### config.mk
export PLATFORM = sky130hd
export DESIGN_NAME = crotchet_sequencer
export DESIGN_NICKNAME = d
export VERILOG_FILES = /design/src/rtl/crotchet_sequencer.sv
export SDC_FILE = /design/constraint.sdc
export NUM_CORES = 1
export LEC_CHECK = 0
export CAP_MARGIN = 20
export CORE_ASPECT_RATIO = 1.4
export CORE_MARGIN = 1.5
export CORE_UTILIZATION = 60
export DETAILED_ROUTE_END_ITERATION = 8
export PLACE_DENSITY_LB_ADDON = 0.1
export SETUP_SLACK_MARGIN = 0.5
export SYNTH_ARGS = -nofsm -noshare
export SYNTH_HDL_FRONTEND = slang
export SYNTH_SLANG_ARGS = --single-unit
### constraint.sdc
create_clock -name clk -period 3.9 [get_ports clk]
set_input_delay 0.78 -clock clk [delete_from_list [all_inputs] [get_ports clk]]
set_output_delay 0.78 -clock clk [all_outputs]
set_load 0.01 [all_outputs]
### src/rtl/crotchet_sequencer.sv
// Musical timebase for the canon demo.
// Divides clk into semiquaver ticks, counts semiquavers into crotchets and
// exposes the crotchet index plus single-cycle tick strobes. Every output is a
// register, so each tick lands in the same cycle as the count it announces.
module crotchet_sequencer #(
  parameter int SEMI_CYCLES   = 5454545,
  parameter int NUM_CROTCHETS = 104,
  parameter int LOOP_TO       = 8
) (
  input  logic       clk,
  input  logic       rst_n,
  input  logic       run,
  input  logic       restart,
  input  logic       skip_phrase,
  output logic [6:0] crotchet,
  output logic [1:0] sub_beat,
  output logic       semi_tick,
  output logic       crotchet_tick,
  output logic       phrase_tick,
  output logic       loop_tick
);

  localparam int PW = $clog2(SEMI_CYCLES);
  localparam logic [PW-1:0] PRESC_TERM = PW'(SEMI_CYCLES - 1);
  localparam logic [6:0]    LAST_CROT  = 7'(NUM_CROTCHETS - 1);
  localparam logic [6:0]    LOOP_CROT  = 7'(LOOP_TO);
  localparam logic [7:0]    NUM_CROT8  = 8'(NUM_CROTCHETS);

  logic [PW-1:0] r_presc;
  logic [6:0]    r_crotchet;
  logic [1:0]    r_sub_beat;
  logic          r_semi_tick;
  logic          r_crotchet_tick;
  logic          r_phrase_tick;
  logic          r_loop_tick;

  logic [PW-1:0] w_presc_next;
  logic [6:0]    w_crotchet_next;
  logic [1:0]    w_sub_beat_next;
  logic          w_semi_tick_next;
  logic          w_crotchet_tick_next;
  logic          w_phrase_tick_next;
  logic          w_loop_tick_next;

  // Skip target is formed in 8 bits so that 120|7 + 1 = 128 does not wrap to 0.
  logic [7:0]    w_skip_target;
  logic          w_skip_wraps;
  logic          w_presc_term;
  logic          w_last_crot;

  assign w_skip_target = ({1'b0, r_crotchet} | 8'd7) + 8'd1;
  assign w_skip_wraps  = (w_skip_target >= NUM_CROT8);
  assign w_presc_term  = (r_presc == PRESC_TERM);
  assign w_last_crot   = (r_crotchet == LAST_CROT);

  // Next-state selection: restart beats skip, skip beats normal advance.
  always_comb begin
    w_presc_next         = r_presc;
    w_crotchet_next      = r_crotchet;
    w_sub_beat_next      = r_sub_beat;
    w_semi_tick_next     = 1'b0;
    w_crotchet_tick_next = 1'b0;
    w_phrase_tick_next   = 1'b0;
    w_loop_tick_next     = 1'b0;

    if (restart) begin
      w_presc_next    = '0;
      w_sub_beat_next = 2'd0;
      w_crotchet_next = 7'd0;
    end else if (skip_phrase) begin
      // Any coincident terminal count is dropped: one crotchet change only.
      w_presc_next         = '0;
      w_sub_beat_next      = 2'd0;
      w_crotchet_tick_next = 1'b1;
      w_phrase_tick_next   = 1'b1;
      if (w_skip_wraps) begin
        w_crotchet_next  = LOOP_CROT;
        w_loop_tick_next = 1'b1;
      end else begin
        w_crotchet_next  = w_skip_target[6:0];
      end
    end else if (run) begin
      if (!w_presc_term) begin
        w_presc_next = r_presc + 1'b1;
      end else begin
        w_presc_next     = '0;
        w_sub_beat_next  = r_sub_beat + 2'd1;
        w_semi_tick_next = 1'b1;
        if (r_sub_beat == 2'd3) begin
          w_crotchet_tick_next = 1'b1;
          if (w_last_crot) begin
            w_crotchet_next  = LOOP_CROT;
            w_loop_tick_next = 1'b1;
          end else begin
            w_crotchet_next  = r_crotchet + 7'd1;
          end
          w_phrase_tick_next = (w_crotchet_next[2:0] == 3'd0);
        end
      end
    end
  end

  // State and output registers with synchronous active-low reset.
  always_ff @(posedge clk) begin
    if (!rst_n) begin
      r_presc         <= '0;
      r_crotchet      <= 7'd0;
      r_sub_beat      <= 2'd0;
      r_semi_tick     <= 1'b0;
      r_crotchet_tick <= 1'b0;
      r_phrase_tick   <= 1'b0;
      r_loop_tick     <= 1'b0;
    end else begin
      r_presc         <= w_presc_next;
      r_crotchet      <= w_crotchet_next;
      r_sub_beat      <= w_sub_beat_next;
      r_semi_tick     <= w_semi_tick_next;
      r_crotchet_tick <= w_crotchet_tick_next;
      r_phrase_tick   <= w_phrase_tick_next;
      r_loop_tick     <= w_loop_tick_next;
    end
  end

  assign crotchet      = r_crotchet;
  assign sub_beat      = r_sub_beat;
  assign semi_tick     = r_semi_tick;
  assign crotchet_tick = r_crotchet_tick;
  assign phrase_tick   = r_phrase_tick;
  assign loop_tick     = r_loop_tick;

endmodule

==> run metrics, run 1 <==
Via density=between 5 and 6; total grt overflow=0; Reg2Reg Launch Point=r_presc[3]; kind of critical path=in2reg; Routed WL per cell=about 14 um; hold path depth=2; cells along the critical path=clkdlybuf4s50_1 -> nor4bb_1 -> and4_1 -> nand2_1 -> nand2b_1 -> nor2_1; Core ar.=approximately 2700 sq um; Switching Power=~150 uW; Port Buffers=17; layout cells sized above 1=between 5 and 6%; FFs w/ async S/R, synth=0%; WL final=about 3.7 mm; H-Tree Depth=2; die area=approximately 3200 sq um; Clock Tree Buf Depth=2; Comb pwr share=approximately 3.2%; die width=between 40 and 50 um; Critical Path Fanout Max=22; initial cell density of the core=64.6%; Internal Power=between 600 and 700 uW; area growth from synthesis to layout=17.3%; Nets=approximately 230; VDD IR-drop max=400 uV; Worst setup EP type=register; synth warn=0; GP Congestion=roughly 0.91; Root Buffer=clkbuf_4; initial DRC count=24; uppermost layer routed=met4; most common flop cell mapped by yosys=dfxtp_1; postcts setup bufs=0; WP data required=4.10 ns; Power, Total=slightly below 800 uW; Slew HR=44.6%; sequential area share after synthesis=about two fifths; power per cell area=approximately 390 nW/um^2; count of final setup violators=0; EDFF count, synth=0; clock latency on the worst-skew pair=between 0.3 and 0.4 ns; Final period util=about two thirds; clock skew=about 0.017 ns; Tightest Pin Transition=0.831 ns; Worst Hold Path EP=r_presc[22]; mean post-synth cell area=8.67 sq um; met3 routed WL=approximately 120 um; Die H=66.8 um; max-slew violations=0; R2R setup slack=around 1.7 ns; ANT cells=0; CTS buffer count=5; Yosys reg bits=36; clock network fraction of design power=49.9%; GRT Overall Usage=25.3%; routed length on met1=approximately 1.4 mm; hold buffers post-CTS=0; first-pass GRT wire length=6.13 mm; reg2reg path depth=5; Unique masters post-synth=33; post-route ant nets=0; Layout Utilization=roughly three quarters; drt drc=0; Hold/Removal Path Class=reg2reg; First-pass DRT Iterations=4; unrepaired setup endpoints after global routing=false; initial antenna violation count=0; status=completed; MaxCap Viol Count=0; CP Data Arrival Time=about 2.9 ns; Mapped Nets=between 200 and 250; Placement Rows=22; Leakage=just over 0.0007 uW; fraction of power spent switching nets=between 10% and 20%; Clock Sinks=36; Mapped Cells=201; met2 routed WL=between 1.5 and 2 mm; CTS tree=done; Hold Crit Start=r_presc[22]; Post-CTS Resized=0; Final min period=about 2.6 ns; Worst-path clk slew=roughly 0.11 ns; Critical Path Source Type=input pin; fmax=around 380 MHz; CP max stage delay=0.64 ns; top-level I/O count=18; DP HPWL=between 2 and 3 mm; largest net degree at the start of global routing=23; slowest stage cell, crit path=nand2b_1; vias=between 1000 and 1500; mapped cell area=approximately 1700 sq um; final hold viol count=0; sequential cell fraction of total power=46.9%; final setup TNS=0 ns; R2R Path End=r_presc[5]; vias in the first global route=around 1400
synth_stat cells (all sizes together) (2+ instances only):
cell / number / share of area [%]
a21oi: 4 / 1.1
a31oi: 3 / 1.1
and3: 4 / 1.4
and4: 4 / 2.0
buf: 6 / 2.1
dfxtp: 36 / 41
ha: 6 / 4.3
inv: 3 / 0.65
mux2i: 4 / 2.3
nand2: 16 / 3.4
nand2b: 3 / 1.1
nand3: 17 / 4.9
nand4: 5 / 1.8
nor2: 39 / 8.4
nor3: 7 / 2.7
nor4: 3 / 1.4
nor4bb: 2 / 1.1
o21ai: 2 / 0.57
o31ai: 2 / 0.86
o41ai: 2 / 1.0
xnor2: 7 / 3.5
xor2: 19 / 9.6
flip-flops by register name (all words and copies together) (netlist names):
signal and cells:
crotchet_tick 1, phrase_tick 1, r_presc 23, sub_beat 2, crotchet 7, loop_tick 1
semi_tick 1
worst max path at each step:
stage	cells after the start	slack, ns	startpoint	endpoint
after floorplan	6	1.88	run	r_presc[15]
after global placement	6	1.04	run	r_presc[13]
after detailed placement	6	0.88	run	r_presc[5]
after CTS	6	1.24	run	r_presc[5]
after global routing	6	1.08	run	r_presc[8]
final	6	1.25	run	r_presc[5]
power groups by stage:
stage / combinational, uW / clock (uW) / sequential, uW
6_report: 25.3 / 396 / 372
5_1_grt: 28.2 / 413 / 372
4_1_cts: 25.5 / 397 / 372
3_5_place_dp: 25.5 / 0 / 380
3_3_place_gp: 24.3 / 0 / 380
2_1_floorplan: 16.2 / 0 / 380
stage by stage:
step	hold WS, ns	worst slack, ns	area [sq um]	std cells
2_1_floorplan	0.469	1.88	1740	201
3_3_place_gp	0.487	1.04	1920	247
3_5_place_dp	0.513	0.882	1920	247
4_1_cts	0.538	1.24	2040	255
5_1_grt	0.572	1.08	2040	255
6_report	0.533	1.25	2040	255
kinds of logic (layout without fill, tap and decap cells):
| group | after synthesis | after routing | synth area share (%) |
|---|---|---|---|
| and+or+nand+nor | 104 | 104 | 30.3 |
| DFF | 36 | 36 | 41.4 |
| xor gates and xnor gates | 26 | 26 | 13.1 |
| AOI/OAI and AO/OA | 15 | 15 | 5.60 |
| buffers and inverters | 10 | 28 | 3.02 |
| adders and majority gates | 6 | 6 | 4.31 |
| muxes | 4 | 4 | 2.30 |
layout by cell type (no fill, tap or decap), types with 2 or more instances in the layout:
master / synthesis / final
nor2_1: 39 / 39
dfxtp_1: 36 / 36
xor2_1: 19 / 19
nand3_1: 17 / 17
clkdlybuf4s50_1: 0 / 17
nand2_1: 16 / 16
xnor2_1: 7 / 7
nor3_1: 6 / 6
ha_1: 6 / 6
nand4_1: 5 / 5
clkbuf_4: 0 / 5
and3_1: 4 / 4
and4_1: 4 / 4
mux2i_1: 4 / 4
a21oi_1: 4 / 4
inv_1: 3 / 3
nand2b_1: 3 / 3
a31oi_1: 3 / 3
bufinv_16: 0 / 3
nor4bb_1: 2 / 2
o21ai_0: 2 / 2
nor4_1: 2 / 2
o41ai_1: 2 / 2
o31ai_1: 2 / 2
metal layers:
layer  up-vias  GRT usage [%]
met4         0           15.7
met5         -              0
met1       688           23.4
met2        39           50.0
li1        735              -
met3        16           5.61
critical path, delay by kind of cell:
kind	cells	cell delay (ns)
and+or+nand+nor	5	1.42
buffers and inverters	1	0.63
cell type report:
type,count,area [sq um]
repair buffers,17,170
clock inverters,3,90.1
fillers,207,654
inverters,3,11.3
well taps,36,45.0
clock buffers,5,37.5
multi-input cells,155,968
flip-flops and latches,36,721
Note: power is estimated with default switching activity, not from simulation.
==> run 2: changes to the inputs <==
--- a/config.mk
+++ b/config.mk
@@ -8,7 +8,7 @@
 export CAP_MARGIN = 20
 export CORE_ASPECT_RATIO = 1.4
 export CORE_MARGIN = 1.5
-export CORE_UTILIZATION = 60
+export CORE_UTILIZATION = 55
 export DETAILED_ROUTE_END_ITERATION = 8
 export PLACE_DENSITY_LB_ADDON = 0.1
 export SETUP_SLACK_MARGIN = 0.5
==> constraint.sdc (replaced) <==
create_clock -name clk -period 2.7 [get_ports clk]
set_input_delay 0.54 -clock clk [delete_from_list [all_inputs] [get_ports clk]]
set_output_delay 0.54 -clock clk [all_outputs]
set_load 0.01 [all_outputs]
==> run 2 against run 1 <==
  * Clock power decreased by 2%
  * Combinational power increased by 58%
  * First-iteration DRC count increased by 54%
  * Cell count increased by 3.1%
  * Clock skew decreased by 0.0089 ns
  * Die area increased by 8.6%
  * Sequential power increased by 44%
  * Count of clock-buffer cells in the layout increased by 3
  * Largest cell class unchanged
  * Critical path depth decreased by 5
  * Worst hold slack got worse by 0.020 ns
==> run metrics, run 2 (same netlist as run 1, synthesis figures left out) <==
Register Area=721 sq um (unchanged); DP HPWL=2.56 mm (-5.4%); sum of buffers and inverters on the critical path=1 (unchanged); vias in the first global route=1425 (+0.14%); Root Buffer=clkbuf_8; most frequent cells in the layout=39 x nor2_1, 36 x dfxtp_1, 19 x xor2_1; clock latency on the worst-skew pair=0.29 ns (-0.07 ns); CP Data Arrival Time=1.41 ns (-1.44 ns); max reg flops=23 (unchanged); Final min period=a little under 2 ns; die area=3520 sq um (+8.6%); post-route ant nets=0 (unchanged); final hold viol count=0 (unchanged); layout cells sized above 1=7.14% (+1.7 points); status=completed; VDD IR-drop max=461 uV (+15%); Hold/Removal Path Class=reg2reg; Critical Path Fanout Max=10 (-55%); Critical Path Source Type=register; worst slack at placement=0.228 ns (-0.654 ns); drt drc=0 (unchanged); Final period util=about 72%; Slew HR=51.7% (+7.1 points); Critical Path Stages=1 (-5); fmax=between 500 and 600 MHz; WHS=0.513 ns (-0.0198 ns); fin worst setup slack=0.751 ns (-0.501 ns); GP Congestion=0.871 (-4.5%); Worst Hold Path EP=r_presc[22]; Clock Tree Buf Depth=2 (unchanged); R2R Path End=crotchet[3]; WL final=3.55 mm (-3.3%); CP max stage delay=0.60 ns (-0.04 ns); most flop-heavy register=r_presc; initial DRC count=37 (+54%); hold buffers post-CTS=0 (unchanged); top-level I/O count=18 (unchanged); kind of critical path=reg2out; clock skew=0.00843 ns (-0.00888 ns); R2R setup slack=0.81 ns (-0.87 ns); Hold Crit Start=r_presc[22]; count of final setup violators=0 (unchanged); CTS tree=done; Placement Rows=24 (+9.1%); Multi-input gate area=970 sq um (+0.13%); Via density=5.57 (-4.0%); Leakage=0.000737 uW (+2.8%); CTS buffer count=5 (unchanged); Worst setup EP type=output port; CP top delay family=buffers and inverters; Core ar.=3060 sq um (+14%); postcts setup bufs=0 (unchanged); Fill cells=280 (+35%); Worst-path clk slew=0.07 ns (-0.04 ns); Clock Sinks=36 (unchanged); initial antenna violation count=0 (unchanged); Nets=234 (+2.2%); ANT cells=0 (unchanged); die width=50.6 um (+4.2%); final instance area=2060 sq um (+0.98%); cells along the critical path=clkdlybuf4s50_1; area growth from synthesis to layout=18.5%; Post-DP Area=1970 sq um (+2.8%); largest net degree at the start of global routing=23 (unchanged); Routed WL per cell=13.5 um (-6.3%); most common cell after layout, fill and taps aside=nor2_1; power per cell area=468 nW/um^2 (+21%); vias=1464 (-0.95%); WP data required=2.16 ns (-1.94 ns); Port Buffers=17 (unchanged); First-pass DRT Iterations=4 (unchanged); unrepaired setup endpoints after global routing=false; hold path depth=2 (unchanged); Die H=69.6 um (+4.2%); reg2reg path depth=5 (unchanged); GRT Overall Usage=23.5% (-1.8 points); Reg2Reg Launch Point=crotchet[0]; slowest stage cell, crit path=clkdlybuf4s50_1; first-pass GRT wire length=6.22 mm (+1.3%); max-slew violations=0 (unchanged); Tightest Pin Transition=0.718 ns (-0.113 ns); MaxCap Viol Count=0 (unchanged); initial cell density of the core=56.9% (-7.7 points); final setup TNS=0 ns (unchanged); H-Tree Depth=2 (unchanged); total grt overflow=0 (unchanged)
## run 2: worst max-delay path by stage
| stage | from | slack (ns) | end |
|---|---|---|---|
| 6_report | crotchet[3] | 0.75 | crotchet[3] |
| 5_1_grt | crotchet[0] | 0.64 | crotchet[3] |
| 4_1_cts | run | 0.54 | crotchet[3] |
| 3_5_place_dp | run | 0.23 | crotchet[3] |
| 3_3_place_gp | run | 0.27 | crotchet[3] |
| 2_1_floorplan | run | 0.92 | r_presc[15] |
## run 2: power by group
group | total, uW | switching [uW] | internal [uW] | leakage (uW)
clock network | 389 | 181 | 208 | 0.0000455
logic | 39.9 | 20.7 | 19.1 | 0.000401
registers | 537 | 3.21 | 534 | 0.000290
## run 2: stage by stage
stage / util, % / power (uW) / std cells
after floorplan: - / 572 / 201
after global placement: 64.3 / 588 / 255
after detailed placement: 64.3 / 589 / 255
after CTS: 67.2 / 983 / 263
after global routing: 67.4 / 1000 / 263
final: 67.4 / 965 / 263
## run 2: timing repair
item,4_1_cts,5_1_grt
resized for setup,0,2
hold endpoints to repair,0,0
endpoints found under the setup margin,0,29
## run 2: routing by layer
| metal | part of all wire [%] | track usage, % |
|---|---|---|
| met1 | 41 | 24.7 |
| met3 | 3.8 | 6.03 |
| met2 | 52 | 40.9 |
| met4 | 3.2 | 13.8 |
| met5 | 0 | 0 |
## run 2: cell type report
type | count | area share [%]
Clock buffer | 8 | 4.37
Inverter | 3 | 0.546
Multi-Input combinational cell | 155 | 47.0
Sequential cell | 36 | 34.9
Tap cell | 39 | 2.37
Timing Repair Buffer | 22 | 10.8
